--- config.mk ---
export PLATFORM = sky130hd
export DESIGN_NAME = voice_allocator
export DESIGN_NICKNAME = d
export VERILOG_FILES = /design/src/rtl/voice_allocator.sv
export SDC_FILE = /design/constraint.sdc
export NUM_CORES = 1
export LEC_CHECK = 0
export CORE_ASPECT_RATIO = 1.2
export CORE_UTILIZATION = 39
export DETAILED_ROUTE_END_ITERATION = 10
export PLACE_DENSITY = 0.66
export SYNTH_ARGS = -nofsm -noshare
export SYNTH_HDL_FRONTEND = slang
export SYNTH_SLANG_ARGS = --single-unit
--- constraint.sdc ---
create_clock -name clk -period 4.4 [get_ports clk]
set_input_delay 0.66 -clock clk [delete_from_list [all_inputs] [get_ports clk]]
set_output_delay 0.66 -clock clk [all_outputs]
set_load 0.01 [all_outputs]
--- src/rtl/voice_allocator.sv ---
// Polyphonic voice allocator: PS/2 make/break parser plus age-ranked slot pool.
// Optional build macro VOICE_STEAL_EN: a press with all slots busy steals the oldest slot.
module voice_allocator #(
    parameter int         NUM_VOICES  = 4,
    parameter logic [5:0] SILENT_CODE = 6'd48
) (
    input  logic                      clk,
    input  logic                      reset,
    input  logic                      scan_valid,
    input  logic [7:0]                scan_code,
    input  logic [5:0]                note_code,
    input  logic                      all_off,
    output logic [6*NUM_VOICES-1:0]   voice_code,
    output logic [NUM_VOICES-1:0]     voice_active,
    output logic                      note_on,
    output logic                      note_off,
    output logic [2:0]                event_slot,
    output logic                      overflow
);

    typedef enum logic [1:0] {
        S_IDLE,
        S_BRK,
        S_EXT,
        S_EXT_BRK
    } state_e;

    state_e                fsm_q, fsm_d;
    logic [5:0]            code_q [NUM_VOICES];
    logic [5:0]            code_d [NUM_VOICES];
    logic [2:0]            rank_q [NUM_VOICES];
    logic [2:0]            rank_d [NUM_VOICES];
    logic [NUM_VOICES-1:0] act_q, act_d;
    logic                  on_q, on_d;
    logic                  off_q, off_d;
    logic                  ovf_q, ovf_d;
    logic [2:0]            slot_q, slot_d;

    logic       make_ev, brk_ev;
    logic       hit, free;
    logic [2:0] hit_idx, free_idx, vic_idx, hit_rank;

    // Parser: only plain make codes and plain break codes become events
    always_comb begin
        fsm_d   = fsm_q;
        make_ev = 1'b0;
        brk_ev  = 1'b0;
        if (scan_valid) begin
            unique case (fsm_q)
                S_IDLE: begin
                    if (scan_code == 8'hF0)      fsm_d = S_BRK;
                    else if (scan_code == 8'hE0) fsm_d = S_EXT;
                    else                         make_ev = 1'b1;
                end
                S_BRK: begin
                    brk_ev = 1'b1;
                    fsm_d  = S_IDLE;
                end
                S_EXT:     fsm_d = (scan_code == 8'hF0) ? S_EXT_BRK : S_IDLE;
                S_EXT_BRK: fsm_d = S_IDLE;
            endcase
        end
    end

    // Descending scan so the lowest-index free slot wins
    always_comb begin
        hit      = 1'b0;
        free     = 1'b0;
        hit_idx  = 3'd0;
        free_idx = 3'd0;
        vic_idx  = 3'd0;
        hit_rank = 3'd0;
        for (int i = NUM_VOICES - 1; i >= 0; i--) begin
            if (act_q[i] && code_q[i] == note_code) begin
                hit      = 1'b1;
                hit_idx  = 3'(i);
                hit_rank = rank_q[i];
            end
            if (!act_q[i]) begin
                free     = 1'b1;
                free_idx = 3'(i);
            end
            if (act_q[i] && rank_q[i] == 3'(NUM_VOICES - 1))
                vic_idx = 3'(i);
        end
    end

    always_comb begin
        code_d = code_q;
        rank_d = rank_q;
        act_d  = act_q;
        on_d   = 1'b0;
        off_d  = 1'b0;
        ovf_d  = 1'b0;
        slot_d = slot_q;
        if (all_off) begin
            for (int i = 0; i < NUM_VOICES; i++) begin
                code_d[i] = SILENT_CODE;
                rank_d[i] = 3'd0;
            end
            act_d = '0;
        end else if (make_ev && note_code != SILENT_CODE && !hit) begin
            if (free) begin
                for (int i = 0; i < NUM_VOICES; i++) begin
                    if (3'(i) == free_idx) begin
                        code_d[i] = note_code;
                        act_d[i]  = 1'b1;
                        rank_d[i] = 3'd0;
                    end else if (act_q[i]) begin
                        rank_d[i] = rank_q[i] + 3'd1;
                    end
                end
                on_d   = 1'b1;
                slot_d = free_idx;
            end else begin
`ifdef VOICE_STEAL_EN
                for (int i = 0; i < NUM_VOICES; i++) begin
                    if (3'(i) == vic_idx) begin
                        code_d[i] = note_code;
                        rank_d[i] = 3'd0;
                    end else begin
                        rank_d[i] = rank_q[i] + 3'd1;
                    end
                end
                on_d   = 1'b1;
                slot_d = vic_idx;
`endif
                ovf_d = 1'b1;
            end
        end else if (brk_ev && hit) begin
            for (int i = 0; i < NUM_VOICES; i++) begin
                if (3'(i) == hit_idx) begin
                    code_d[i] = SILENT_CODE;
                    act_d[i]  = 1'b0;
                    rank_d[i] = 3'd0;
                end else if (act_q[i] && rank_q[i] > hit_rank) begin
                    rank_d[i] = rank_q[i] - 3'd1;
                end
            end
            off_d  = 1'b1;
            slot_d = hit_idx;
        end
    end

    always_ff @(posedge clk) begin
        if (reset) begin
            fsm_q  <= S_IDLE;
            act_q  <= '0;
            on_q   <= 1'b0;
            off_q  <= 1'b0;
            ovf_q  <= 1'b0;
            slot_q <= 3'd0;
            for (int i = 0; i < NUM_VOICES; i++) begin
                code_q[i] <= SILENT_CODE;
                rank_q[i] <= 3'd0;
            end
        end else begin
            fsm_q  <= fsm_d;
            act_q  <= act_d;
            on_q   <= on_d;
            off_q  <= off_d;
            ovf_q  <= ovf_d;
            slot_q <= slot_d;
            for (int i = 0; i < NUM_VOICES; i++) begin
                code_q[i] <= code_d[i];
                rank_q[i] <= rank_d[i];
            end
        end
    end

    always_comb begin
        for (int i = 0; i < NUM_VOICES; i++)
            voice_code[6*i +: 6] = code_q[i];
    end

    assign voice_active = act_q;
    assign note_on      = on_q;
    assign note_off     = off_q;
    assign overflow     = ovf_q;
    assign event_slot   = slot_q;

endmodule

==> flow_summary.json <==
{
  "reg2reg_setup_slack_ps": 2120,
  "ys.warnings.count": 0,
  "cap_violations": 0,
  "internal-power_uw": 469,
  "finalHoldWorstSlack_ps": 488,
  "clk-insertion-delay-late_ps": 290,
  "clock-sinks": 35,
  "grt_max_degree": 20,
  "tritoncts_clock_tree": "done",
  "worst_setup_slack_final_ps": 1280,
  "grt_pass1_vias": 1765,
  "fin_worst_skew_ps": 8.47,
  "preCtsSetupSlack_ps": 1010,
  "chipHeight_um": 80.2,
  "postCtsSetupBuffers": 0,
  "synth_edf_count": 0,
  "fin_crit_ps": 3120,
  "post-dp-hpwl_mm": 4.01,
  "groute.layer.met3.usage_pct": 6.11,
  "grtUsageTotal_pct": 22.0,
  "path_max_fanout": 13,
  "worstSetupPathDepth": 7,
  "total_nets_after_synthesis": 241,
  "syn_area_mm2": 0.00199,
  "p_comb_share_pct": 12.9,
  "routed-via-count": 1844,
  "initial_core_util_pct": 40.5,
  "rsz0062_at_grt": "false",
  "num_rows": 28,
  "vias_per_cell": 5.57,
  "synth_top_area_cell": "sky130_fd_sc_hd__dfxtp_1",
  "postCtsHoldBufs": 0,
  "synth_top_cells_by_area": "sky130_fd_sc_hd__dfxtp_1, sky130_fd_sc_hd__xnor2_1, sky130_fd_sc_hd__mux2i_1, sky130_fd_sc_hd__nand4_1, sky130_fd_sc_hd__xor2_1",
  "ff_latch_area_um2": 701,
  "n_antenna_cell": 0,
  "min-delay-path-class": "reg -> reg",
  "power_density_mw_per_mm2": 243,
  "grt_pass1_wl_mm": 8.73,
  "number_of_cells_on_the_worst_reg_to_reg_path": 6,
  "drt_iter0_markers": 118,
  "p_clk_share_pct": 35.8,
  "timing.critical_path.from_type": "input port",
  "library_cell_used_as_clock_root_buffer": "sky130_fd_sc_hd__clkbuf_8",
  "fill_cells": 491,
  "numPlacedInstances": 323,
  "clk_pin_slew_worst_paths_ps": 70,
  "post_route_cells_drive_above_1_share_pct": 11.1,
  "run_status": "finished clean",
  "critical_path.top_delay_family": "compound AO/OA/AOI/OAI gates",
  "synth_seq_cells": 35,
  "core_area_mm2": 0.00490,
  "final_cycle_utilization_of_the_critical_path_pct": 71.0,
  "yosysTopAreaCellShare_pct": 35.3,
  "nNetsFinal": 288,
  "postSynth.asyncResetShare_pct": 0,
  "timing.critical_path.to_type": "flop",
  "setup_viol_count_final": 0,
  "portBuffers": 50,
  "max-vdd-ir-drop_mv": 0.150,
  "max_freq_mhz": 320,
  "cellLeakagePower_nw": 0.937,
  "p_sw_share_pct": 25.8,
  "clock_path_buffers": 2,
  "ports_placed_on_the_boundary": 52,
  "final_common_cell": "sky130_fd_sc_hd__clkdlybuf4s50_1",
  "timing.critical_path.to": "voice_code[3]",
  "fp.dieArea_mm2": 0.00539,
  "timing.rr.start": "voice_code[5]",
  "critical_path.n_buffers_inverters": 1,
  "route.final.wire_length_mm": 5.41,
  "slowest_stage": "sky130_fd_sc_hd__or4_1",
  "yosysUniqueCellTypes": 49,
  "gr-max-usage-layer": "met2",
  "met1_usage_pct": 26.7,
  "drc": 0,
  "multiInputGateArea_mm2": 0.00119,
  "routedWlPerCell_um": 16.3,
  "final_max_slew_viol_count": 0,
  "netSwitchingPower_uw": 163,
  "worst_pin_slew_ps": 699,
  "seq_power_share_pct": 51.3,
  "worst-setup-path-type": "in -> reg",
  "mostFrequentLayoutCells": "sky130_fd_sc_hd__clkdlybuf4s50_1, sky130_fd_sc_hd__dfxtp_1, sky130_fd_sc_hd__nor2_1",
  "cts_max_level": 2,
  "gp_congestion": 0.884,
  "setup_total_negative_slack_ps": 0,
  "die_width_um": 67.2,
  "antenna_violating_nets_post_route": 0,
  "post_layout_nonfiller_instances": 331,
  "synth_sequential_area_ratio_pct": 35.3,
  "detailedRoute.firstPassIterationCount": 4,
  "initial_antenna_violation_count": 0,
  "synth_cells": 223,
  "area_growth_pct": 31.1,
  "worstPathArrival_ps": 3310,
  "worst_path_largest_cell_delay_ps": 660,
  "synth.avg_cell_area_um2": 8.91,
  "critical_path_required_ps": 4580,
  "globalRouteOverflowTotal": 0,
  "cts.repair.resized": 0,
  "cts_inserted_buffers": 5,
  "cp_cell_sequence": "clkdlybuf4s50_1 > or4_1 > o22a_1 > and2_4 > a2111oi_4 > o221ai_2 > a32o_2",
  "worst_setup_path_startpoint": "note_code[0]",
  "r2r_end": "voice_code[3]",
  "worst_slew_margin_rel_pct": 53.4,
  "timing.final.hold_violations": 0,
  "synthFlopType": "sky130_fd_sc_hd__dfxtp_1",
  "global_route.usage.met2_pct": 35.2
}
-- routing by layer --
layer | part of all wire, % | routed length (µm) | up-vias
li1 | - | - | 925
met1 | 42 | 2290 | 846
met2 | 50 | 2680 | 63
met3 | 6.1 | 330 | 10
met4 | 2.0 | 106 | 0
met5 | 0 | 0 | -
-- layout make-up --
class,count,share of cell area [%]
Multi-Input combinational cell,169,45.9
Sequential cell,35,26.9
Timing Repair Buffer,54,20.4
Tap cell,60,2.88
Clock buffer,6,2.79
Inverter,5,0.720
Clock inverter,2,0.480
-- flip-flops by register name (all words and copies together) (netlist names) --
| signal | count |
|---|---|
| event_slot | 2 |
| voice_active | 4 |
| note_off | 1 |
| voice_code | 24 |
| overflow | 1 |
| note_on | 1 |
| fsm_q | 2 |
-- cells by family (layout without fill, tap and decap cells) --
group,after synthesis,count (layout),share of synthesized area [%]
buffers and inverters,19,67,4.60
muxes,12,12,6.05
other,1,1,0.189
AOI/OAI and AO/OA,43,43,17.9
xor gates and xnor gates,24,24,10.6
DFF,35,35,35.3
and+or+nand+nor,89,89,25.4
-- metrics by stage --
step	instance area [µm²]	total power, mW	util [%]
6_report	2610	0.632	53.1
4_1_cts	2610	0.637	53.1
2_1_floorplan	1990	0.381	-
3_5_place_dp	2520	0.413	51.4
5_1_grt	2610	0.666	53.1
3_3_place_gp	2520	0.413	51.4
-- worst register-to-register path: cells and delay by family, from the launching register on --
kind	cells	cell delay (ps)
compound gates	2	540
xor+xnor	1	150
flops	1	390
simple gates	3	1100
-- power by group through the flow --
stage / Clock [mW] / Sequential, mW / Combinational, mW
5_1_grt: 0.252 / 0.325 / 0.0880
2_1_floorplan: 0 / 0.333 / 0.0485
3_3_place_gp: 0 / 0.332 / 0.0806
4_1_cts: 0.231 / 0.325 / 0.0813
6_report: 0.226 / 0.325 / 0.0816
3_5_place_dp: 0 / 0.332 / 0.0809
-- how the worst min path moves through the flow --
stage | from | cells past startpoint | slack (ps) | to
2_1_floorplan | fsm_q[1] | 2 | 460 | fsm_q[1]
3_3_place_gp | voice_code[18] | 2 | 480 | voice_code[18]
3_5_place_dp | voice_code[19] | 2 | 480 | voice_code[19]
4_1_cts | voice_code[19] | 2 | 490 | voice_code[19]
5_1_grt | voice_code[19] | 2 | 520 | voice_code[19]
6_report | voice_code[19] | 2 | 490 | voice_code[19]
-- cell usage after synthesis, types with 3 or more instances --
cell / instances
sky130_fd_sc_hd__nand3_1: 4
sky130_fd_sc_hd__or2_2: 3
sky130_fd_sc_hd__nand4_1: 13
sky130_fd_sc_hd__nand2_1: 18
sky130_fd_sc_hd__dfxtp_1: 35
sky130_fd_sc_hd__nor3_1: 4
sky130_fd_sc_hd__a21oi_1: 12
sky130_fd_sc_hd__a32o_2: 4
sky130_fd_sc_hd__inv_1: 5
sky130_fd_sc_hd__a211oi_1: 3
sky130_fd_sc_hd__buf_2: 4
sky130_fd_sc_hd__clkbuf_1: 5
sky130_fd_sc_hd__nor2_1: 19
sky130_fd_sc_hd__nand2b_1: 4
sky130_fd_sc_hd__mux2i_1: 12
sky130_fd_sc_hd__nor4_1: 9
sky130_fd_sc_hd__xnor2_1: 15
sky130_fd_sc_hd__nor4_2: 4
sky130_fd_sc_hd__or4_1: 4
sky130_fd_sc_hd__xor2_1: 9
No activity file was read; power rests on OpenSTA's default activity.
==> patch 1: new RTL, config.mk and constraints unchanged <==
The 4 states of `state_e` get a one-hot encoding in 4 bits.
--- a/src/rtl/voice_allocator.sv
+++ b/src/rtl/voice_allocator.sv
@@ -18,11 +18,11 @@
     output logic                      overflow
 );
 
-    typedef enum logic [1:0] {
-        S_IDLE,
-        S_BRK,
-        S_EXT,
-        S_EXT_BRK
+    typedef enum logic [3:0] {
+        S_IDLE    = 4'b0001,
+        S_BRK     = 4'b0010,
+        S_EXT     = 4'b0100,
+        S_EXT_BRK = 4'b1000
     } state_e;
 
     state_e                fsm_q, fsm_d;
Function: no difference found for any inputs over 4 cycles, from zero or initial values and one cycle with reset high; so few cycles prove little.
==> patch 1 against the original RTL <==
Design area increased by 1.5%. Critical path depth increased by 1. Synthesized cell count increased by 3.6%. Wire length decreased by 0.15%. Global-route usage decreased by 2.4 points. Sequential cell count increased by 2. Area after synthesis increased by 5.9%. Clock power increased by 18%. Setup slack got worse by 0.12 ns. Total power increased by 9.7%. First-iteration DRC count decreased by 49%. Worst hold slack got worse by 0.0018 ns.
==> patch 1: results (changes against the original RTL) <==
| Metric | Value |
|---|---|
| Drt wl/cell | `16.1 um (was 16.3 um)` |
| Run status | `completed (unchanged)` |
| Routing usage on met2 | `0.353 (was 0.352)` |
| Synth area leaders | `dfxtp_1, mux2i_1, nand2_1 (was dfxtp_1, xnor2_1, mux2i_1)` |
| Max FO, Critical Path | `7 (was 13)` |
| Routability congestion estimate | `0.881 (was 0.884)` |
| Dpl hpwl | `4060 um (was 4010 um)` |
| Largest net degree at the start of global routing | `16 (was 20)` |
| CP arrival | `3.46 ns (was 3.31 ns)` |
| Net count, final | `292 (was 288)` |
| Post-route cell area | `0.00264 mm^2 (was 0.00261 mm^2)` |
| Met1 Usage GRT | `0.221 (was 0.267)` |
| Clk pwr share | `0.383 (was 0.358)` |
| Gr usage total | `0.196 (was 0.220)` |
| P_seq | `0.343 mW (was 0.325 mW)` |
| WL met2 | `2680 um (about the same)` |
| WHS | `0.486 ns (was 0.488 ns)` |
| Slew @ Worst Pin | `0.949 ns (was 0.699 ns)` |
| Mapped Nets | `249 (was 241)` |
| Synth unique cells | `43 (was 49)` |
| Top cells by count, synth | `dfxtp_1, nand2_1, mux2i_1 (was dfxtp_1, nor2_1, nand2_1)` |
| Worst R2R Path Depth | `7 (was 6)` |
| Worst path slowest cell | `clkdlybuf4s50_1 (was or4_1)` |
| Reg2Reg Setup Slack | `1.82 ns (was 2.12 ns)` |
| Clk. pwr | `0.266 mW (was 0.226 mW)` |
| Placed Area | `0.00254 mm^2 (was 0.00252 mm^2)` |
| Via count | `1805 (was 1844)` |
| Setup WS pre-CTS | `0.890 ns (was 1.01 ns)` |
| Family with the most delay on the worst path | `simple AND/OR/NAND/NOR gates (was compound AO/OA/AOI/OAI gates)` |
| Post-route insts no fill | `335 (was 331)` |
| Reg2Reg Launch Point | `voice_code[22]$_SDFFE_PP1P_ (was voice_code[5]$_SDFFE_PP1P_)` |
| Initial DRC count | `60 (was 118)` |
| First-pass GRT wire length | `8670 um (was 8730 um)` |
| Crit. Startpoint | `note_code[4] (was note_code[0])` |
| Clk_skew | `0.00609 ns (was 0.00847 ns)` |
| Sequential area share after synthesis | `0.352 (was 0.353)` |
| Metal3 WL | `321 um (was 330 um)` |
patch 1: changes by cell type after synthesis, sizes merged, moves of 4 or more:
| cell | unedited run | this run |
|---|---|---|
| nor4 | 14 | 8 |
| a32o | 4 | 0 |
| nand4 | 13 | 4 |
| nor3 | 4 | 10 |
| a21oi | 12 | 6 |
| mux2i | 12 | 29 |
| nand2 | 19 | 35 |
patch 1: logic make-up after synthesis:
group / Yosys count / synth area share
compound gates: 21 / 0.0773
xor+xnor: 24 / 0.104
buf+inv: 17 / 0.0720
flops: 37 / 0.352
mux: 29 / 0.138
other cells: 1 / 0.00178
simple gates: 102 / 0.255
patch 1: cell type report:
type,instances,area share
Timing Repair Buffer,51,0.192
Clock buffer,7,0.0364
Clock inverter,1,0.00189
Tap cell,60,0.0284
Sequential cell,37,0.280
Multi-Input combinational cell,177,0.458
Inverter,2,0.00284
==> patch 2: new RTL, same flow settings <==
Made on the original files. Set the parameter `NUM_VOICES` to 8 (it was 4).
--- a/src/rtl/voice_allocator.sv
+++ b/src/rtl/voice_allocator.sv
@@ -1,7 +1,7 @@
 // Polyphonic voice allocator: PS/2 make/break parser plus age-ranked slot pool.
 // Optional build macro VOICE_STEAL_EN: a press with all slots busy steals the oldest slot.
 module voice_allocator #(
-    parameter int         NUM_VOICES  = 4,
+    parameter int         NUM_VOICES  = 8,
     parameter logic [5:0] SILENT_CODE = 6'd48
 ) (
     input  logic                      clk,
Ports: changed (resized voice_active and voice_code); port bits go from 52 to 80. No check against the original RTL was run, so the function may have changed too.
==> patch 2 against the original RTL <==
Via count rose by 70%. Design area rose by 74%. Area after synthesis rose by 74%. Total power rose by 99%. Sequential share of layout area rose by 1.3 points. Die area rose by 72%. Wire length rose by 88%. Critical path depth rose by 2. Register-to-register slack got worse by 0.51 ns. Setup slack got worse by 0.53 ns. Global-route usage rose by 0.71 points. Sequential cell count rose by 29. Clock skew rose by 0.0013 ns. Final cell count rose by 73%. Highest routed layer unchanged.
==> patch 2: results (changes against the original RTL) <==
| Metric | Value |
|---|---|
| Fraction of layout cells with a size suffix above 1 | `0.101 (was 0.111)` |
| Reg2Reg Launch Point | `voice_active[2]$_SDFFE_PP0P_ (was voice_code[5]$_SDFFE_PP1P_)` |
| First-pass GRT wire length | `15800 um (was 8730 um)` |
| Switching share of power | `0.246 (was 0.258)` |
| DR pass1 iterations | `5 (was 4)` |
| H-tree Lvls | `3 (was 2)` |
| Pleak | `1.72 nW (was 0.937 nW)` |
| Initial DRC count | `261 (was 118)` |
| Routability congestion estimate | `0.882 (was 0.884)` |
| Num CTS Buffers | `9 (was 5)` |
| CP arrival | `3.91 ns (was 3.31 ns)` |
| Slew @ Worst Pin | `0.845 ns (was 0.699 ns)` |
| Mapped Nets | `388 (was 241)` |
| Vias per Instance | `5.49 (was 5.57)` |
| WL met2 | `4990 um (was 2680 um)` |
| Wl on met1 | `4290 um (was 2290 um)` |
| Flop pwr share | `0.466 (was 0.513)` |
| Max reg flops | `48 (was 24)` |
| Clk_skew | `0.00975 ns (was 0.00847 ns)` |
| Sequential area share after synthesis | `0.370 (was 0.353)` |
| Max FO, Critical Path | `11 (was 13)` |
| FF-to-FF End | `voice_code[42]$_SDFFE_PP0P_ (was voice_code[3]$_SDFFE_PP0P_)` |
| Routing usage on met2 | `0.373 (was 0.352)` |
| PortBufs | `79 (was 50)` |
| CP max stage delay | `0.94 ns (was 0.66 ns)` |
| Synth unique cells | `53 (was 49)` |
| Worst path slowest cell | `clkdlybuf4s50_1 (was or4_1)` |
| Top cells by count, synth | `dfxtp_1, nand2_1, mux2i_1 (was dfxtp_1, nor2_1, nand2_1)` |
| VDD IR-drop max | `166 uV (was 150 uV)` |
| Worst-Skew Late Latency | `0.35 ns (was 0.29 ns)` |
| P_seq | `0.586 mW (was 0.325 mW)` |
| Filler cells | `827 (was 491)` |
| Drt wl/cell | `17.8 um (was 16.3 um)` |
| Synth area leaders | `dfxtp_1, mux2i_1, xnor2_1 (was dfxtp_1, xnor2_1, mux2i_1)` |
| Clk pwr share | `0.446 (was 0.358)` |
| Metal3 WL | `561 um (was 330 um)` |
| Reg2Reg Setup Slack | `1.61 ns (was 2.12 ns)` |
| Gr usage total | `0.227 (was 0.220)` |
| Dpl hpwl | `7490 um (was 4010 um)` |
| Run status | `completed (unchanged)` |
## patch 2: cells by family after synthesis
| group | share of synthesized area |
|---|---|
| xor+xnor | 0.121 |
| compound gates | 0.157 |
| flops | 0.370 |
| mux | 0.0866 |
| simple gates | 0.220 |
| buf+inv | 0.0455 |
## patch 2: worst min path at each step
stage                                from                          to  slack [ns]  cells after the start
6_report       event_slot[2]$_SDFFE_PP0P_  event_slot[2]$_SDFFE_PP0P_        0.48                      2
5_1_grt        event_slot[2]$_SDFFE_PP0P_  event_slot[2]$_SDFFE_PP0P_        0.51                      2
3_5_place_dp   event_slot[2]$_SDFFE_PP0P_  event_slot[2]$_SDFFE_PP0P_        0.48                      2
4_1_cts        event_slot[2]$_SDFFE_PP0P_  event_slot[2]$_SDFFE_PP0P_        0.48                      2
2_1_floorplan       fsm_q[0]$_SDFFE_PP0P_       fsm_q[0]$_SDFFE_PP0P_        0.48                      2
3_3_place_gp   event_slot[2]$_SDFFE_PP0P_  event_slot[2]$_SDFFE_PP0P_        0.46                      2
## patch 2: area by class of cell
| type | instances | share of cell area |
|---|---|---|
| Clock inverter | 6 | 0.0206 |
| Timing Repair Buffer | 85 | 0.184 |
| Sequential cell | 64 | 0.282 |
| Multi-Input combinational cell | 281 | 0.447 |
| Tap cell | 117 | 0.0322 |
| Inverter | 8 | 0.00661 |
| Clock buffer | 10 | 0.0281 |
## patch 2: through the flow
step,util,area (um^2),setup WS [ns],std cells
after floorplan,-,3470,1.74,370
after global placement,0.502,4320,0.450,555
after detailed placement,0.502,4320,0.395,555
after CTS,0.528,4540,0.755,571
after global routing,0.528,4540,0.594,571
final,0.528,4540,0.750,571
## patch 2: worst reg2reg max path: cells and delay by family, from the launching register on
kind	cells	cell delay (ns)
flops	1	0.61
mux	1	0.23
simple gates	3	0.84
compound gates	3	1.02
